===== config.mk =====
export PLATFORM = sky130hd
export DESIGN_NAME = osborne_video_flat
export DESIGN_NICKNAME = d
export VERILOG_FILES = /design/src/rtl/osborne_video_if.sv /design/src/rtl/osborne_video.sv /design/src/flat_wrapper.sv
export SDC_FILE = /design/constraint.sdc
export NUM_CORES = 1
export LEC_CHECK = 0
export BUFFER_PORTS_ARGS = -buffer_cell sky130_fd_sc_hd__buf_2
export CAP_MARGIN = 20
export CORE_MARGIN = 2
export CORE_UTILIZATION = 63
export DETAILED_ROUTE_END_ITERATION = 7
export PLACE_DENSITY = 0.86
export SLEW_MARGIN = 20
export SYNTH_ARGS = -nofsm -noshare
export SYNTH_HDL_FRONTEND = slang
export SYNTH_SLANG_ARGS = --single-unit

===== constraint.sdc =====
create_clock -name clk -period 10.1 [get_ports clk]
set_input_delay 2.02 -clock clk [delete_from_list [all_inputs] [get_ports clk]]
set_output_delay 2.02 -clock clk [all_outputs]
set_load 0.1 [all_outputs]

===== src/rtl/osborne_video_if.sv =====
// Memory fetch ports and pixel/sync outputs of the Osborne character video generator.
// The master drives addresses and video; the slave returns 1-clk-latency RAM/ROM data.
interface osborne_video_if;
    logic [11:0] vram_addr;
    logic [7:0]  vram_data;
    logic [10:0] crom_addr;
    logic [7:0]  crom_data;
    logic        ce_pix;
    logic        HBlank;
    logic        HSync;
    logic        VBlank;
    logic        VSync;
    logic [7:0]  video;

    modport master (
        output vram_addr, crom_addr, ce_pix, HBlank, HSync, VBlank, VSync, video,
        input  vram_data, crom_data
    );

    modport slave (
        input  vram_addr, crom_addr, ce_pix, HBlank, HSync, VBlank, VSync, video,
        output vram_data, crom_data
    );
endinterface


===== src/rtl/osborne_video.sv =====
// 52x24 character video with scroll; fetches one char ahead (4 clk RAM->ROM->hold pipeline).
// Free-running raster: no backpressure, outputs update on the pixel enable only.
module osborne_video #(
    parameter int CE_DIV = 2
) (
    input  logic       clk,
    input  logic       reset_n,
    input  logic       pal,
    input  logic [6:0] hscroll,
    input  logic [4:0] vscroll,
    osborne_video_if.master vif
);
    localparam logic [3:0] CE_LAST     = 4'(CE_DIV - 1);
    localparam logic [8:0] H_ACT       = 9'd416;
    localparam logic [8:0] HS_ON       = 9'd440;
    localparam logic [8:0] HS_OFF      = 9'd480;
    localparam logic [8:0] H_LINE_FET  = 9'd508;
    localparam logic [8:0] V_ACT       = 9'd240;
    localparam logic [8:0] V_LAST_NTSC = 9'd261;
    localparam logic [8:0] V_LAST_PAL  = 9'd311;
    localparam logic [8:0] VS_NTSC     = 9'd248;
    localparam logic [8:0] VS_PAL      = 9'd272;

    logic [3:0]  r_ce_cnt;
    logic        r_ce;
    logic        r_ce_pix;
    logic [8:0]  r_hcnt;
    logic [8:0]  r_vcnt;
    logic [4:0]  r_row;
    logic [3:0]  r_scan;
    logic        r_lat_vld;
    logic        r_pal;
    logic [6:0]  r_hscroll;
    logic [4:0]  r_vscroll;
    logic [3:0]  r_stg;
    logic [3:0]  r_fscan;
    logic        r_inv;
    logic [7:0]  r_hold;
    logic [7:0]  r_shift;
    logic [11:0] r_vram_addr;
    logic [10:0] r_crom_addr;
    logic        r_hblank;
    logic        r_hsync;
    logic        r_vblank;
    logic        r_vsync;
    logic [7:0]  r_video;

    logic        w_pal;
    logic [6:0]  w_hs;
    logic [4:0]  w_vs;
    logic        w_hwrap;
    logic        w_vlast;
    logic        w_frame_start;
    logic [8:0]  w_h_nxt;
    logic [8:0]  w_v_nxt;
    logic [4:0]  w_row_nl;
    logic [3:0]  w_scan_nl;
    logic        w_fetch;
    logic        w_line_fet;
    logic [5:0]  w_fcol;
    logic [4:0]  w_frow;
    logic [3:0]  w_fscan;
    logic [6:0]  w_fhs;
    logic [4:0]  w_fvs;
    logic [4:0]  w_row_eff;
    logic [6:0]  w_col_eff;
    logic [7:0]  w_glyph;
    logic [7:0]  w_shift_nxt;
    logic [8:0]  w_vs_start;

    // Until the first post-reset clock the frame settings follow the ports directly.
    assign w_pal = r_lat_vld ? r_pal     : pal;
    assign w_hs  = r_lat_vld ? r_hscroll : hscroll;
    assign w_vs  = r_lat_vld ? r_vscroll : vscroll;

    assign w_hwrap       = (r_hcnt == 9'd511);
    assign w_vlast       = (r_vcnt == (w_pal ? V_LAST_PAL : V_LAST_NTSC));
    assign w_frame_start = r_ce && w_hwrap && w_vlast;
    assign w_h_nxt       = r_hcnt + 9'd1;
    assign w_v_nxt       = !w_hwrap ? r_vcnt : (w_vlast ? 9'd0 : r_vcnt + 9'd1);
    assign w_vs_start    = w_pal ? VS_PAL : VS_NTSC;

    always_comb begin
        w_row_nl  = r_row;
        w_scan_nl = r_scan + 4'd1;
        if (w_vlast) begin
            w_row_nl  = 5'd0;
            w_scan_nl = 4'd0;
        end else if (r_scan == 4'd9) begin
            w_row_nl  = r_row + 5'd1;
            w_scan_nl = 4'd0;
        end
    end

    assign w_fetch    = r_ce && (w_h_nxt[2:0] == 3'd4);
    assign w_line_fet = (w_h_nxt == H_LINE_FET);
    assign w_fcol     = w_line_fet ? 6'd0 : w_h_nxt[8:3] + 6'd1;
    assign w_frow     = w_line_fet ? w_row_nl : r_row;
    assign w_fscan    = w_line_fet ? w_scan_nl : r_scan;
    // The first fetch of a frame uses the scroll values about to be latched at the wrap.
    assign w_fhs      = (w_line_fet && w_vlast) ? hscroll : w_hs;
    assign w_fvs      = (w_line_fet && w_vlast) ? vscroll : w_vs;
    assign w_row_eff  = w_frow + w_fvs;
    assign w_col_eff  = {1'b0, w_fcol} + w_fhs;

    assign w_glyph     = vif.crom_data ^ {8{r_inv}};
    assign w_shift_nxt = (w_h_nxt[2:0] == 3'd0) ? (r_stg[3] ? w_glyph : r_hold)
                                                 : {r_shift[6:0], 1'b0};

    always_ff @(posedge clk or negedge reset_n) begin
        if (!reset_n) begin
            r_ce_cnt <= 4'd0;
            r_ce     <= 1'b0;
            r_ce_pix <= 1'b0;
        end else begin
            r_ce     <= (r_ce_cnt == CE_LAST);
            r_ce_cnt <= (r_ce_cnt == CE_LAST) ? 4'd0 : r_ce_cnt + 4'd1;
            r_ce_pix <= r_ce;
        end
    end

    always_ff @(posedge clk or negedge reset_n) begin
        if (!reset_n) r_lat_vld <= 1'b0;
        else          r_lat_vld <= 1'b1;
    end

    always_ff @(posedge clk) begin
        if (!r_lat_vld || w_frame_start) begin
            r_pal     <= pal;
            r_hscroll <= hscroll;
            r_vscroll <= vscroll;
        end
    end

    always_ff @(posedge clk or negedge reset_n) begin
        if (!reset_n) begin
            r_hcnt   <= 9'd0;
            r_vcnt   <= 9'd0;
            r_row    <= 5'd0;
            r_scan   <= 4'd0;
            r_shift  <= 8'd0;
            r_hblank <= 1'b1;
            r_hsync  <= 1'b0;
            r_vblank <= 1'b1;
            r_vsync  <= 1'b0;
            r_video  <= 8'd0;
        end else if (r_ce) begin
            r_hcnt   <= w_h_nxt;
            r_vcnt   <= w_v_nxt;
            if (w_hwrap) begin
                r_row  <= w_row_nl;
                r_scan <= w_scan_nl;
            end
            r_shift  <= w_shift_nxt;
            r_hblank <= (w_h_nxt >= H_ACT);
            r_hsync  <= (w_h_nxt >= HS_ON) && (w_h_nxt < HS_OFF);
            r_vblank <= (w_v_nxt >= V_ACT);
            r_vsync  <= (w_v_nxt >= w_vs_start) && (w_v_nxt < w_vs_start + 9'd3);
            r_video  <= (w_shift_nxt[7] && (w_h_nxt < H_ACT) && (w_v_nxt < V_ACT)) ? 8'hFF : 8'h00;
        end
    end

    always_ff @(posedge clk or negedge reset_n) begin
        if (!reset_n) begin
            r_stg       <= 4'd0;
            r_vram_addr <= 12'd0;
            r_fscan     <= 4'd0;
            r_inv       <= 1'b0;
            r_crom_addr <= 11'd0;
            r_hold      <= 8'd0;
        end else begin
            r_stg <= {r_stg[2:0], w_fetch};
            if (w_fetch) begin
                r_vram_addr <= {w_row_eff, w_col_eff};
                r_fscan     <= w_fscan;
            end
            if (r_stg[1]) begin
                r_inv       <= vif.vram_data[7];
                r_crom_addr <= {vif.vram_data[6:0], r_fscan};
            end
            if (r_stg[3]) r_hold <= w_glyph;
        end
    end

    assign vif.vram_addr = r_vram_addr;
    assign vif.crom_addr = r_crom_addr;
    assign vif.ce_pix    = r_ce_pix;
    assign vif.HBlank    = r_hblank;
    assign vif.HSync     = r_hsync;
    assign vif.VBlank    = r_vblank;
    assign vif.VSync     = r_vsync;
    assign vif.video     = r_video;
endmodule

===== src/flat_wrapper.sv =====
// flat-port wrapper written by rule: the top's interface ports become plain ports
module osborne_video_flat 
#(
    parameter int CE_DIV = 2
)
  (clk, reset_n, pal, hscroll, vscroll, vif_vram_addr, vif_crom_addr, vif_ce_pix, vif_HBlank, vif_HSync, vif_VBlank, vif_VSync, vif_video, vif_vram_data, vif_crom_data);
  osborne_video_if vif_i ();
  input  logic clk;
  input  logic reset_n;
  input  logic pal;
  input  logic [6:0] hscroll;
  input  logic [4:0] vscroll;
  output wire logic [$bits(vif_i.vram_addr)-1:0] vif_vram_addr;
  output wire logic [$bits(vif_i.crom_addr)-1:0] vif_crom_addr;
  output wire logic [$bits(vif_i.ce_pix)-1:0] vif_ce_pix;
  output wire logic [$bits(vif_i.HBlank)-1:0] vif_HBlank;
  output wire logic [$bits(vif_i.HSync)-1:0] vif_HSync;
  output wire logic [$bits(vif_i.VBlank)-1:0] vif_VBlank;
  output wire logic [$bits(vif_i.VSync)-1:0] vif_VSync;
  output wire logic [$bits(vif_i.video)-1:0] vif_video;
  input wire logic [$bits(vif_i.vram_data)-1:0] vif_vram_data;
  input wire logic [$bits(vif_i.crom_data)-1:0] vif_crom_data;
  assign vif_vram_addr = vif_i.vram_addr;
  assign vif_crom_addr = vif_i.crom_addr;
  assign vif_ce_pix = vif_i.ce_pix;
  assign vif_HBlank = vif_i.HBlank;
  assign vif_HSync = vif_i.HSync;
  assign vif_VBlank = vif_i.VBlank;
  assign vif_VSync = vif_i.VSync;
  assign vif_video = vif_i.video;
  assign vif_i.vram_data = vif_vram_data;
  assign vif_i.crom_data = vif_crom_data;
  osborne_video #(.CE_DIV(CE_DIV)) u_core (.clk(clk), .reset_n(reset_n), .pal(pal), .hscroll(hscroll), .vscroll(vscroll), .vif(vif_i));
endmodule

Word level (Yosys, flattened, before mapping) --
Cells that the tools add are included.
Word-level totals: bits of input ports 31, output and inout bits 36, logic and storage cells 79, bits in registers 106
Cells by class: $add $sub $neg 9, reduce and logical (&&, ||, !) cells 12, equality and inequality tests 6, bitwise operators 1, multiplexer cells 20, order comparisons 8
Operators with widths (number):
- $mux 9 | 3
- $mux 5 | 5
- $mux 8 | 3
- $add 9x1->9 const B | 2
- $eq 9x9->1 const B | 2
- $ge 9x9->1 const B | 2
- $lt 9x9->1 const B | 2
- $mux 4 | 4
- $mux 7 | 2
- $mux 6 | 2
- $add 9x2->9 const B | 1
- $eq 9x9->1 | 1
- $ge 9x8->1 const B | 1
- $ge 9x9->1 | 1
- $lt 9x8->1 const B | 1
- $lt 9x9->1 | 1
- $add 4x1->4 const B | 2
- $logic_and 1x1->1 | 8
- $xor 8x8->8 | 1
- $add 6x7->7 | 1
- $add 6x1->6 const B | 1
- $add 5x1->5 const B | 1
- $add 5x5->5 | 1
- $eq 4x1->1 const B | 1
- 7 further kinds | 7

Longest topological paths before layout --
Gate-level depths: netlist (run 1).
depth in word-level cells 8, depth in mapped cells 20, mapped depth without buffers 17

Worst setup path after synthesis (run 1) --
No wires, ideal clock.
path type input-to-reg, from in pal, to reg u_core.r_vram_addr[11] (netlist: u_core.vif.vram_addr[11]), slack 4.859 ns, required time 9.969 ns, library setup time 0.131 ns, path buffers 2, arrival time 5.109 ns, cell stages on the path 16, path through mux2i_2 > mux2i_1 > or2_1 > buf_2 > o31ai_4 > buf_6 > mux2_1 > ha_1 > fa_1 > a21o_1 > a21oi_1 > nor2_1 > o22ai_1 > o211ai_2 > xnor2_1 > o21ai_1
Between the ends: word-level cells in the longest chain between the ends 6, elaborated cells between the ends (all ways) 8, classes of those cells add/sub (1); eq/ne (1); mux (5); reduce/logical (1)
Ends and longest elaborated chain:
- start, declared | RTL line flat_wrapper.sv:10 | input logic pal;
- $mux 1 (*) | RTL line osborne_video.sv:72 | assign w_pal = r_lat_vld ? r_pal : pal;
- $mux 6 (*) | RTL line osborne_video.sv:77 | assign w_vlast = (r_vcnt == (w_pal ? V_LAST_PAL : V_LAST_NTSC));
- $eq 9x9->1 (*) | RTL line osborne_video.sv:77
- $mux 5 / $logic_and 1x1->1 (equally long branches) | RTL line osborne_video.sv:86, osborne_video.sv:102
- $mux 5, on equally long branches | RTL line osborne_video.sv:98, osborne_video.sv:102
- $add 5x5->5 (*) | RTL line osborne_video.sv:103 | assign w_row_eff = w_frow + w_fvs;
- end signal, assigned | RTL line osborne_video.sv:174 | r_vram_addr <= {w_row_eff, w_col_eff};
- end, declared | RTL line osborne_video.sv:40 | logic [11:0] r_vram_addr;
Every way passes the cells marked *; elsewhere a longest branch is shown, timed or not. A chain may end at the register's enable or synchronous reset.

Worst setup path after layout (run 1) --
Ends and elaborated chain as after synthesis.

==> results of run 1 <==
==> routing by layer <==
metal	wire length (um)	up-vias	share of wire
li1	-	1899	-
met1	4800	1882	0.46
met2	4930	119	0.47
met3	504	21	0.048
met4	239	0	0.023
met5	0	-	0
==> synth_stat cells, types with 3 or more instances <==
library cell / number / share of area
xnor2_1: 31 / 0.050
buf_4: 8 / 0.011
mux2i_1: 10 / 0.019
a21oi_1: 26 / 0.024
a32o_1: 3 / 0.0056
inv_1: 15 / 0.010
mux2_1: 10 / 0.021
nand4b_1: 4 / 0.0065
edfxtp_1: 13 / 0.072
o21ai_1: 15 / 0.014
buf_6: 4 / 0.0083
a21o_1: 10 / 0.014
nand3_1: 9 / 0.0083
clkbuf_1: 17 / 0.012
nand4_1: 6 / 0.0070
o31ai_1: 4 / 0.0056
nor2_1: 39 / 0.027
o22ai_1: 3 / 0.0035
ha_1: 24 / 0.056
o21ai_0: 31 / 0.029
nor3_1: 13 / 0.012
dfrtp_1: 84 / 0.39
mux2_2: 16 / 0.033
buf_2: 5 / 0.0046
and2_1: 6 / 0.0070
xor2_1: 9 / 0.015
nand2_1: 54 / 0.038
==> where the power goes <==
part	total, W	internal, W	switching, W
logic	0.000141	0.0000303	0.000111
registers	0.000429	0.000421	0.00000867
clock network	0.000232	0.0000927	0.000139
total	0.000802	0.000544	0.000259
==> stage by stage <==
stage,util,total power (W)
3_5_place_dp,0.687,0.000580
6_report,0.709,0.000802
4_1_cts,0.709,0.000810
5_1_grt,0.709,0.000834
3_3_place_gp,0.687,0.000576
2_1_floorplan,-,0.000550
==> layout by cell type, fill, tap and decap left out, types with 2 or more instances in the layout <==
master,instances
edfxtp_1,13
o31ai_1,4
mux2_2,16
a21oi_1,26
nand3_1,9
xor2_1,9
xnor2_1,31
nand2_1,54
ha_1,24
nand4b_1,4
o22ai_1,3
nand2b_1,2
or2_1,2
clkbuf_8,9
dfrtp_1,84
and4b_1,2
o21ai_0,30
and3_1,2
clkinv_4,2
and2_1,6
buf_2,65
a21o_1,10
o21ai_1,15
mux2_1,10
fa_1,2
inv_1,15
a32o_1,3
o41ai_1,2
nor3_1,13
a31oi_1,2
mux2i_1,10
buf_4,3
nand4_1,6
dfstp_2,2
nor2_1,39
o32ai_2,2
==> state kept, by name (all words and copies together), names as in the netlist <==
register	flops
u_core.r_ce	1
u_core.r_ce_cnt	4
u_core.r_fscan	4
u_core.r_hcnt	9
u_core.r_hold	8
u_core.r_hscroll	7
u_core.r_inv	1
u_core.r_lat_vld	1
u_core.r_pal	1
u_core.r_row	5
u_core.r_scan	4
u_core.r_shift	7
u_core.r_stg	4
u_core.r_vcnt	9
u_core.r_vscroll	5
u_core.vif.HBlank	1
u_core.vif.HSync	1
u_core.vif.VBlank	1
u_core.vif.VSync	1
u_core.vif.ce_pix	1
u_core.vif.crom_addr	11
u_core.vif.video	1
u_core.vif.vram_addr	12
==> kinds of logic (layout without fill, tap and decap cells) <==
kind of cell | Yosys count | after routing | share of synthesized area
xor+xnor | 41 | 41 | 0.0680
simple gates | 151 | 151 | 0.139
fa+ha+maj | 26 | 26 | 0.0631
mux | 37 | 37 | 0.0754
compound gates | 111 | 111 | 0.134
buf+inv | 51 | 100 | 0.0478
flops | 99 | 99 | 0.472
other cells | 1 | 1 | 0.000695
==> final timing paths <==
path / to / slack (ns) / cells after the start
setup / recovery: u_core.vif.vram_addr[11] / 4.52 / 15
hold / removal: u_core.r_stg[1] / 0.36 / 0
setup reg to reg: u_core.vif.vram_addr[11] / 5.53 / 16
hold reg to reg: u_core.r_stg[1] / 0.36 / 0
max in group asynchronous: u_core.vif.HBlank / 7.49 / 2
min in group asynchronous: u_core.vif.vram_addr[2] / 1.64 / 1
==> final cells by class <==
cell class,instances,area (um2)
Multi-Input combinational cell,367,2600
Timing Repair Buffer,68,348
Sequential cell,99,2540
Tap cell,105,131
Clock buffer,10,128
Inverter,16,60.1
Fill cell,618,2400
Clock inverter,6,50.0
==> worst max-delay path, cell delays in order <==
cell and delay, ns:
buf_2 0.12, mux2i_2 0.25, mux2i_1 0.15, or2_1 0.39, o31ai_4 0.69, mux2_1 0.40
ha_1 0.23, fa_1 0.42, a21o_1 0.20, a21oi_1 0.30, nor2_1 0.09, o22ai_1 0.16
o211ai_2 0.11, xnor2_1 0.18, o21ai_1 0.07
==> impl_metrics.toml, run 1 <==
[status]
status = "finished clean"

[global_routing]
grt_overflow_total = 0
antenna_found_initial = 0
use_met1 = 0.332
grt_max_degree = 46
grt_pass1_vias = 3726
grt_pass1_wl_um = 17300
grtUsageMet2 = 0.391
track_usage = 0.241
use_met3 = 0.0334
grt-busiest-layer = "met2"

[cts]
cts_tree = "yes"
clock-sinks = 99
clock_path_buffers = 2
clock_latency_ns = 0.37
cts-resized-gates = 0
cts_made_buffers = 9
h-tree-depth = 3
root_buffer = "clkbuf_8"
cts_hold_buf = 0
post_cts_buffers = 0
cts.clk_slew.worst_paths_ns = 0.10

[setup_path]
cp-start-kind = "input port"
arrival_ns = 5.79
required_ns = 10.31
setup.worst_path.end_class = "register"
worstReg2RegStart = "u_core.r_hcnt[0]"
critical_path_class = "input port to register"
crit_fanout = 12
critPathLaunch = "pal"

[timing]
fmax_mhz = 179
rsz0062_at_grt = "no"
setup_slack_ns = 4.52
slew_viol_final = 0
relSlewSlack = 0.292
fin_crit_ns = 5.58
tightest_slew_ns = 1.06
setup_tns_ns = 0
holdWs_ns = 0.360
min_period_over_period = 0.553
skew_ns = 0.0122
finalSetupViolCount = 0
hold_viol_final = 0

[layout]
syn_to_final_growth_pct = 8.58
final_cells = 671
fin_area_mm2 = 0.00586
drive_gt1_frac = 0.201
layout.nets = 618
antenna_cells = 0

[power]
peakVddDrop_v = 0.000125
power_density_mw_per_mm2 = 137
power_leakage_nw = 2.69

[drt]
drc = 0
drt_iter0_markers = 262
vias_per_cell = 5.84
wl_per_cell_um = 15.6
routed_wirelength_um = 10500
drtAntennaViolNets = 0
vias = 3921
drtPass1Iterations = 4

[placed_design]
port_buffers = 66
place_area_mm2 = 0.00568
dp_hpwl_um = 7680
gp_congestion = 0.882
pre_cts_slack_ns = 4.16
dp.cells = 655

[logic_synthesis]
yosysWarnings = 0
ys.flop_type = "dfrtp_1"
avgSynthCellArea_um2 = 10.4
synth_cell_types = 66
syn-num-nets = 574
synthArstFlopShare = 0.869
synth-edff-count = 13
yosysSeqAreaShare = 0.472
syn_area_mm2 = 0.00540
ys_seq_elements = 99
synth_cells = 517

[die]
die-area_mm2 = 0.00932
die_width_um = 96.5
start_util = 0.653
core-area_mm2 = 0.00826
die_h_um = 96.5
std_cell_rows = 33
io_pins = 67

[worst_hold_path]
min_from = "u_core.r_stg[0]"
hp-class = "register to register"

[flow_run]
drv_cap = 0
(Power assumes the default switching activity.)
==> run 2, diff against run 1 <==
--- a/config.mk
+++ b/config.mk
@@ -8,9 +8,9 @@
 export BUFFER_PORTS_ARGS = -buffer_cell sky130_fd_sc_hd__buf_2
 export CAP_MARGIN = 20
 export CORE_MARGIN = 2
-export CORE_UTILIZATION = 63
+export CORE_UTILIZATION = 53
 export DETAILED_ROUTE_END_ITERATION = 7
-export PLACE_DENSITY = 0.86
+export PLACE_DENSITY = 0.77
 export SLEW_MARGIN = 20
 export SYNTH_ARGS = -nofsm -noshare
 export SYNTH_HDL_FRONTEND = slang
==> constraint.sdc (replaced) <==
create_clock -name clk -period 4.9 [get_ports clk]
set_input_delay 0.98 -clock clk [delete_from_list [all_inputs] [get_ports clk]]
set_output_delay 0.98 -clock clk [all_outputs]
set_load 0.1 [all_outputs]
==> run 2 against run 1 <==
Compared with the run above:
- sequential cell count unchanged
- cell count increased by 4.5%
- cell area increased by 0.94%
- register-to-register slack got worse by 4.9 ns
- sequential share of layout area decreased by 0.40 points
- total power increased by 110%
- sequential power increased by 110%
- via count decreased by 0.13%
- utilization decreased by 11 points
- non-clock buffer count increased by 3
- largest cell class unchanged
- largest power group unchanged
==> impl_metrics.toml, run 2 (synthesis gave the netlist of run 1 again) <==
[placed_design]
gp_congestion = 0.846
dp_hpwl_um = 7450
place_area_mm2 = 0.00573
port_buffers = 66

[cts]
cts.clk_slew.worst_paths_ns = 0.09
cts_hold_buf = 0
h-tree-depth = 3
cts_made_buffers = 9
clock_path_buffers = 2
root_buffer = "clkbuf_8"
post_cts_buffers = 0
clock-sinks = 99
cts-resized-gates = 0
cts_tree = "yes"
clock_latency_ns = 0.37

[timing]
fin_crit_ns = 4.24
min_period_over_period = 0.865
skew_ns = 0.00811
tightest_slew_ns = 0.756
hold_viol_final = 0
relSlewSlack = 0.496
slew_viol_final = 0
setup_tns_ns = 0
finalSetupViolCount = 0
fmax_mhz = 236
rsz0062_at_grt = "no"

[layout]
fin_area_mm2 = 0.00591
drive_gt1_frac = 0.204
layout_commonest_cell = "dfrtp_1"
largest_reg_flops = 12
layout.nets = 621
layout_common_cells = "84 x dfrtp_1, 65 x buf_2, 54 x nand2_1, 39 x nor2_1"
syn_to_final_growth_pct = 9.60
antenna_cells = 0
nFillCells = 858

[drt]
drc = 0
vias = 3916
drt_iter0_markers = 172
wl_per_cell_um = 14.8
routed_wirelength_um = 10400
drtPass1Iterations = 4
drtAntennaViolNets = 0
vias_per_cell = 5.59

[power]
power_density_mw_per_mm2 = 280
power_leakage_nw = 2.71
peakVddDrop_v = 0.000192
power_frac_seq = 0.535
p_total_w = 0.00165
p_switching_w = 0.000525
clkPwrFrac = 0.289
pwr-share-comb = 0.176
switching_share = 0.317
p_int_w = 0.00113

[setup_path]
r2r_slack_ns = 0.66
slowest_stage = "dfrtp_1"
path_cells = "ha_1 -> nand2_1 -> nor3_1 -> ha_1 -> o2111ai_4 -> o31ai_4 -> mux2_1 -> ha_1 -> fa_1 -> a21o_1 -> a21oi_1 -> nor2_1 -> o22ai_1 -> o211ai_2 -> xnor2_1 -> o21ai_1"
crit_fanout = 7
cp-start-kind = "register"
worstReg2RegStart = "u_core.r_hcnt[1]"
critical_path.reg2reg.endpoint = "u_core.vif.vram_addr[11]"
cp_slowest_stage_delay_ns = 0.46
crit_top_cell = "ha_1"
setup.worst_path.end_class = "register"
required_ns = 5.15
arrival_ns = 4.49
r2r_cells = 16
critical_path_class = "register to register"

[worst_hold_path]
hp-class = "register to register"
min_from = "u_core.r_stg[2]"
holdPathStages = 0
holdPathEnd = "u_core.r_stg[3]"

[global_routing]
grt_pass1_wl_um = 18100
grt_overflow_total = 0
grt_pass1_vias = 3906
antenna_found_initial = 0
grt_max_degree = 87
track_usage = 0.202

[die]
core-area_mm2 = 0.00982
start_util = 0.549
die_h_um = 105
io_pins = 67
die_width_um = 105
std_cell_rows = 36
die-area_mm2 = 0.0110

[flow_run]
drv_cap = 0

[status]
status = "finished clean"
## run 2: changes by cell type in the layout (fill, tap and decap cells not counted), sizes merged
cell,delta
buf,+3
clkinvlp,-1
## run 2: worst max-delay path, delay by kind of cell (launching register included)
family | cells | cell delay (ns)
AOI/OAI and AO/OA | 7 | 1.45
and+or+nand+nor | 3 | 0.34
DFF | 1 | 0.46
muxes | 1 | 0.37
xor gates and xnor gates | 1 | 0.19
adders and majority gates | 4 | 1.31
## run 2: how the worst max path moves through the flow
stage                          start                       end  slack, ns  cells past startpoint
floorplan                        pal  u_core.vif.vram_addr[11]       0.70                     16
global placement                 pal  u_core.vif.vram_addr[11]       0.48                     15
detailed placement               pal  u_core.vif.vram_addr[11]       0.35                     15
CTS                 u_core.r_hcnt[0]  u_core.vif.vram_addr[11]       0.63                     16
global route        u_core.r_hcnt[0]  u_core.vif.vram_addr[11]       0.33                     17
finish              u_core.r_hcnt[1]  u_core.vif.vram_addr[11]       0.66                     16
## run 2: metrics by stage
step | util | worst slack, ns | instances | hold WS [ns]
floorplan | - | 0.699 | 517 | 0.331
global placement | 0.584 | 0.484 | 686 | 0.333
detailed placement | 0.584 | 0.352 | 686 | 0.335
CTS | 0.602 | 0.634 | 701 | 0.356
global route | 0.602 | 0.329 | 701 | 0.367
finish | 0.602 | 0.661 | 701 | 0.353
## run 2: power groups by stage
| stage | sequential (W) | clock (W) | combinational (W) |
|---|---|---|---|
| floorplan | 0.00101 | 0 | 0.000122 |
| global placement | 0.000900 | 0 | 0.000287 |
| detailed placement | 0.000901 | 0 | 0.000292 |
| CTS | 0.000884 | 0.000492 | 0.000293 |
| global route | 0.000888 | 0.000525 | 0.000310 |
| finish | 0.000884 | 0.000478 | 0.000290 |
## run 2: per-layer routing
layer	up-vias	routed length [um]	part of all wire	track usage
li1	1900	-	-	-
met1	1876	4810	0.46	0.278
met2	125	4880	0.47	0.320
met3	15	521	0.050	0.0324
met4	0	164	0.016	0.0819
met5	-	0	0	0
## run 2: area by class of cell
cell class                      instances  area [um2]  area share
Timing Repair Buffer                   71         374      0.0633
Multi-Input combinational cell        367        2590       0.438
Clock buffer                           10         138      0.0233
Inverter                               16        60.1      0.0102
Clock inverter                          5        37.5     0.00635
Sequential cell                        99        2540       0.430
Tap cell                              133         166      0.0281
